## src/rtl/warp_issue_scheduler.sv

```systemverilog
// warp_issue_scheduler
//   Per-SM warp scheduler. Tracks each warp's lifecycle (IDLE/READY/WAIT) and PC,
//   and fills a single issue slot with the next eligible warp in round-robin order
//   starting after the last accepted warp. The slot is offered to the front end
//   over a valid/ready handshake.
// Ports
//   clk, reset                     clock, asynchronous active-high reset
//   launch_valid/id/pc             start an IDLE warp at a PC
//   stall_valid/id/cycles          park a warp in WAIT (0 = until woken, N = self-wake after N)
//   wake_valid/id                  force a WAIT warp back to READY
//   exit_valid/id                  retire a warp to IDLE
//   issue_valid/ready/warp_id/pc   issue slot handshake to fetch/decode
//   active_mask                    bit w set when warp w is not IDLE
//   all_done                       no active warp and the slot is empty
module warp_issue_scheduler #(
   parameter  int unsigned NUM_WARPS = 4,
   parameter  int unsigned PC_W      = 32,
   parameter  int unsigned WAIT_W    = 4,
   localparam int unsigned WID_W     = $clog2(NUM_WARPS)
) (
   input  logic                 clk,
   input  logic                 reset,
   input  logic                 launch_valid,
   input  logic [WID_W-1:0]     launch_id,
   input  logic [PC_W-1:0]      launch_pc,
   input  logic                 stall_valid,
   input  logic [WID_W-1:0]     stall_id,
   input  logic [WAIT_W-1:0]    stall_cycles,
   input  logic                 wake_valid,
   input  logic [WID_W-1:0]     wake_id,
   input  logic                 exit_valid,
   input  logic [WID_W-1:0]     exit_id,
   output logic                 issue_valid,
   input  logic                 issue_ready,
   output logic [WID_W-1:0]     issue_warp_id,
   output logic [PC_W-1:0]      issue_pc,
   output logic [NUM_WARPS-1:0] active_mask,
   output logic                 all_done
);

   typedef enum logic [1:0] {StIdle, StReady, StWait} warp_state_e;

   warp_state_e       state_q [NUM_WARPS];
   warp_state_e       state_d [NUM_WARPS];
   logic [PC_W-1:0]   pc_q    [NUM_WARPS];
   logic [PC_W-1:0]   pc_d    [NUM_WARPS];
   logic [WAIT_W-1:0] cnt_q   [NUM_WARPS];
   logic [WAIT_W-1:0] cnt_d   [NUM_WARPS];

   logic              slot_valid_q, slot_valid_d;
   logic [WID_W-1:0]  slot_id_q,    slot_id_d;
   logic [PC_W-1:0]   slot_pc_q,    slot_pc_d;
   logic [WID_W-1:0]  ptr_q,        ptr_d;

   logic              accept;
   logic [WID_W-1:0]  search_base;
   logic [WID_W-1:0]  cand;
   logic [WID_W-1:0]  sel_id;
   logic              sel_found;

   assign accept = slot_valid_q & issue_ready;

   // Per-warp lifecycle and PC next state
   always_comb begin
      for (int w = 0; w < NUM_WARPS; w++) begin
         logic ev_exit, ev_stall, ev_wake, ev_launch;
         ev_exit   = exit_valid   && (exit_id   == WID_W'(w));
         ev_stall  = stall_valid  && (stall_id  == WID_W'(w));
         ev_wake   = wake_valid   && (wake_id   == WID_W'(w));
         ev_launch = launch_valid && (launch_id == WID_W'(w));

         state_d[w] = state_q[w];
         pc_d[w]    = pc_q[w];
         cnt_d[w]   = cnt_q[w];

         // Self-wake countdown; any event below overrides it
         if (state_q[w] == StWait && cnt_q[w] != '0) begin
            cnt_d[w] = cnt_q[w] - 1'b1;
            if (cnt_q[w] == WAIT_W'(1)) begin
               state_d[w] = StReady;
            end
         end

         if (accept && slot_id_q == WID_W'(w) && !ev_exit) begin
            pc_d[w] = slot_pc_q + PC_W'(4);
         end

         // Strict per-warp priority: the highest asserted event masks the rest
         if (ev_exit) begin
            state_d[w] = StIdle;
            cnt_d[w]   = '0;
         end else if (ev_stall) begin
            if (state_q[w] != StIdle) begin
               state_d[w] = StWait;
               cnt_d[w]   = stall_cycles;
            end
         end else if (ev_wake) begin
            if (state_q[w] == StWait) begin
               state_d[w] = StReady;
               cnt_d[w]   = '0;
            end
         end else if (ev_launch) begin
            if (state_q[w] == StIdle) begin
               state_d[w] = StReady;
               pc_d[w]    = launch_pc;
               cnt_d[w]   = '0;
            end
         end
      end
   end

   // Round-robin pick. On an accepting edge the accepted warp is the effective
   // pointer, so back-to-back issue continues from it rather than the stale ptr.
   always_comb begin
      search_base = accept ? slot_id_q : ptr_q;
      sel_found   = 1'b0;
      sel_id      = '0;
      cand        = '0;
      for (int i = 1; i <= NUM_WARPS; i++) begin
         cand = WID_W'((int'(search_base) + i) % NUM_WARPS);
         if (!sel_found && state_q[cand] == StReady &&
             !(slot_valid_q && slot_id_q == cand)) begin
            sel_found = 1'b1;
            sel_id    = cand;
         end
      end
   end

   // Issue slot: reload only when empty or draining; otherwise hold stable
   always_comb begin
      slot_valid_d = slot_valid_q;
      slot_id_d    = slot_id_q;
      slot_pc_d    = slot_pc_q;
      ptr_d        = accept ? slot_id_q : ptr_q;
      if (!slot_valid_q || accept) begin
         slot_valid_d = sel_found;
         if (sel_found) begin
            slot_id_d = sel_id;
            slot_pc_d = pc_q[sel_id];
         end
      end
   end

   always_ff @(posedge clk or posedge reset) begin
      if (reset) begin
         for (int w = 0; w < NUM_WARPS; w++) begin
            state_q[w] <= StIdle;
            pc_q[w]    <= '0;
            cnt_q[w]   <= '0;
         end
         slot_valid_q <= 1'b0;
         slot_id_q    <= '0;
         slot_pc_q    <= '0;
         ptr_q        <= '0;
      end else begin
         for (int w = 0; w < NUM_WARPS; w++) begin
            state_q[w] <= state_d[w];
            pc_q[w]    <= pc_d[w];
            cnt_q[w]   <= cnt_d[w];
         end
         slot_valid_q <= slot_valid_d;
         slot_id_q    <= slot_id_d;
         slot_pc_q    <= slot_pc_d;
         ptr_q        <= ptr_d;
      end
   end

   always_comb begin
      for (int w = 0; w < NUM_WARPS; w++) begin
         active_mask[w] = (state_q[w] != StIdle);
      end
   end

   assign issue_valid   = slot_valid_q;
   assign issue_warp_id = slot_id_q;
   assign issue_pc      = slot_pc_q;
   assign all_done      = (active_mask == '0) && !slot_valid_q;

endmodule

```

## config.mk

```make
export PLATFORM = sky130hd
export DESIGN_NAME = warp_issue_scheduler
export DESIGN_NICKNAME = d
export VERILOG_FILES = /design/src/rtl/warp_issue_scheduler.sv
export SDC_FILE = /design/constraint.sdc
export NUM_CORES = 1
export LEC_CHECK = 0
export ABC_CLOCK_PERIOD_IN_PS = 13200
export BUFFER_PORTS_ARGS = -buffer_cell sky130_fd_sc_hd__buf_2
export CORE_ASPECT_RATIO = 1.2
export CORE_MARGIN = 2
export CORE_UTILIZATION = 49
export DETAILED_ROUTE_END_ITERATION = 10
export PLACE_DENSITY = 0.73
export SYNTH_ARGS = -nofsm -noshare
export SYNTH_HDL_FRONTEND = slang
export SYNTH_SLANG_ARGS = --single-unit
```

## constraint.sdc

```tcl
create_clock -name clk -period 13.2 [get_ports clk]
set_input_delay 2.64 -clock clk [delete_from_list [all_inputs] [get_ports clk]]
set_output_delay 2.64 -clock clk [all_outputs]
set_load 0.03 [all_outputs]
```

==> reports/metrics.csv <==
metric,value,unit
CP max-delay cell,and2_2,
hold_sp,pc_q[124]$_DFF_PP0_,
Worst IR Drop VDD,0.2835,mV
Placed Area,0.01290,mm^2
worst hold slack,576.3,ps
Comb power frac,55.1,%
mapped cell area,0.01240,mm^2
P per Cell Area,281.4,mW/mm^2
dpl cells,1849,
"critical path fanouts, max",69,
unrepaired setup endpoints after global routing,no,
Die ar.,0.02659,mm^2
post-cts gate resize count,0,
"commonest non-fill, non-tap cell in the layout",nand2_1,
Boundary Pins,91,
sequential share of the synthesized area,38.15,%
Buf/Inv on CP,2,
crit start category,input port,
first-pass GRT wire length,60020,um
hold_buf cts,0,
Die Ht,178.2,um
Post-synth EDFFs,0,
Area Growth Syn to Fin,8.821,%
number of port buffers,90,
GRT overflow,0,
die width,149.2,um
Mapped Nets,1593,
sw frac,49.80,%
initial antenna violation count,1,
Initial Utilization,49.93,%
Final ANT Viol Nets,0,
Hold Fails Final Rpt,0,
share of layout cells above drive strength 1,12.60,%
Post-CTS Setup Inserts,0,
Worst-Skew Late Latency,440,ps
Worst EP required,13540,ps
Ys Warns,0,
Netlist cell types,69,
CTS max path bufs,2,
Num Clock Sinks,189,
DRT Wirelength,36760,um
gr usage total,28.16,%
root buf cell,clkbuf_16,
Vias/cell,6.222,
dpl hpwl,22230,um
final setup TNS,0,ps
worst flop-to-flop path startpoint,issue_valid$_DFFE_PP0P_,
Vias,11700,
Seq pwr share,30.6,%
"commonest cells after routing, fill and taps aside","293 x nand2_1, 231 x o21ai_0, 189 x dfrtp_1",
CP max stage delay,1070,ps
clock slew at reported path FFs,70,ps
Clk network pwr share,14.3,%
post-synthesis register bit count,189,
vias in the first global route,11550,
hold crit path type,flop to flop,
CORE AREA,0.02483,mm^2
mean area per synthesized cell,8.087,um^2
largest net degree at the start of global routing,131,
worst-path cell chain,buf_2 > and3_1 > nor2_4 > inv_2 > a21oi_2 > o21ai_1 > or4b_4 > and2_2 > a211oi_1 > o311ai_1,
total CTS buffers,17,
post-route minimum period,6682,ps
Static Leak,5.525,nW
final worst slack,6518,ps
routed len/inst,19.54,um
Remaining DRCs,0,
Top delay family on crit path,simple AND/OR/NAND/NOR gates,
Worst Path Arrival,7020,ps
Layout Cells excl Fill,1881,
# rows,63,
Net Sw Power,1.891,mW
pre-CTS setup slack,6197,ps
NumNets Final,1603,
Max-slew headroom,19.86,%
clock skew,11.73,ps
Final Instance Area,0.01349,mm^2
Worst-Margin Slew,1200,ps
DRT iter0 DRCs,868,
final setup vio count,0,
internal power,1.906,mW
Final Cycle Share,50.62,%
asr flop ratio synth,100.0,%
crit end category,flop,
Max Slew Vio Count,0,
RePlAce Congestion,0.9331,
crit path kind,input port to flop,
status,"complete, no violations",
Most used DFF post-synth,dfrtp_1,
H-tree levels,4,
Worst Setup SP,issue_ready,
drt pass-1 iters,5,
max frequency,149.7,MHz
Synth Instances,1533,
Max Cap Viol,0,
CTS tree,done,
stage by stage:
| stage | utilization (%) | total power, mW |
|---|---|---|
| global route | 54.32 | 4.056 |
| detailed placement | 51.95 | 3.219 |
| floorplan | - | 2.726 |
| global placement | 51.95 | 3.144 |
| CTS | 54.32 | 3.766 |
| finish | 54.33 | 3.797 |
worst register-to-register path, stage by stage (launching register included):
cell and delay, ps:
dfrtp_1 770, and3_1 370, nor2_4 80, inv_2 860, a21oi_2 250, o21ai_1 430, or4b_4 610, and2_2 1140
a211oi_1 110, o311ai_1 280
sequential cells by signal (all words and copies together) (netlist names):
name,count
cnt_q,16
issue_pc,32
issue_valid,1
issue_warp_id,2
pc_q,128
ptr_q,2
state_q,8
cells in the mapped netlist, types with 2 or more instances:
master / count / area, um^2
a21o_1: 3 / 22.52
buf_2: 20 / 100.1
a21bo_2: 2 / 20.02
xnor2_1: 18 / 157.7
nand2b_1: 11 / 68.82
or3_1: 2 / 12.51
nor4_1: 2 / 12.51
mux2i_1: 52 / 520.5
nor2_1: 82 / 307.8
a311oi_1: 13 / 113.9
xor2_1: 19 / 166.4
a31oi_1: 11 / 68.82
o21ai_0: 231 / 1156
a211oi_2: 31 / 387.9
and3b_1: 3 / 26.28
dfrtp_1: 189 / 4730
a211oi_1: 13 / 97.59
a221oi_1: 33 / 289.0
nor4b_1: 3 / 26.28
nand4_1: 10 / 62.56
nor3b_1: 7 / 52.55
nand3b_1: 3 / 22.52
a22o_1: 32 / 280.3
and2_1: 7 / 43.79
a21oi_1: 95 / 475.5
ha_1: 9 / 112.6
o211ai_1: 4 / 30.03
o311ai_1: 32 / 280.3
nand3_1: 23 / 115.1
clkbuf_1: 77 / 289.0
and4_1: 3 / 26.28
nand2_1: 294 / 1104
buf_4: 7 / 52.55
nor2b_1: 7 / 43.79
buf_1: 4 / 15.01
nor3_1: 22 / 110.1
buf_6: 9 / 101.4
o21ai_1: 29 / 145.1
inv_2: 2 / 7.510
and3_1: 41 / 256.5
inv_1: 50 / 187.7
cell families (layout without fill, tap and decap cells):
family / count (synthesis) / in the layout / share of synthesized area [%]
buffers and inverters: 169 / 191 / 6.076
AOI/OAI and AO/OA: 546 / 546 / 28.64
muxes: 53 / 53 / 4.289
adders and majority gates: 9 / 9 / 0.9084
and+or+nand+nor: 529 / 529 / 19.19
xor gates and xnor gates: 38 / 38 / 2.745
DFF: 189 / 189 / 38.15
other: 0 / 1 / 0
layout make-up:
class / count / area, um^2
Antenna cell: 1 / 2.502
Clock buffer: 21 / 450.4
Clock inverter: 10 / 138.9
Fill cell: 2336 / 11340
Inverter: 52 / 202.7
Multi-Input combinational cell: 1175 / 6974
Sequential cell: 189 / 4730
Tap cell: 325 / 406.6
Timing Repair Buffer: 108 / 585.6
path summary, 6_finish.rpt:
| check | end | slack, ps | cells past startpoint |
|---|---|---|---|
| worst max-delay path | issue_pc[28]$_DFFE_PP0P_ | 6520 | 10 |
| worst min-delay path | pc_q[124]$_DFF_PP0_ | 580 | 2 |
| worst max register to register | issue_pc[28]$_DFFE_PP0P_ | 8230 | 9 |
| worst min register to register | pc_q[124]$_DFF_PP0_ | 580 | 2 |
| max in group asynchronous | pc_q[113]$_DFF_PP0_ | 9410 | 3 |
| min in group asynchronous | pc_q[97]$_DFF_PP0_ | 2380 | 2 |
per-layer routing:
metal | vias up | wire length [um] | track usage (%)
li1 | 5529 | - | -
met1 | 5601 | 15130 | 35.61
met2 | 477 | 18290 | 48.62
met3 | 96 | 2303 | 3.939
met4 | 0 | 1031 | 11.19
met5 | - | 0 | 0
power by group through the flow:
stage	clock (mW)	sequential, mW	combinational [mW]
after CTS	0.546	1.15	2.07
after detailed placement	0	1.16	2.06
after floorplan	0	1.14	1.59
after global routing	0.567	1.19	2.30
after global placement	0	1.15	1.99
final	0.544	1.16	2.09
Power figures use the tool's default switching activity.
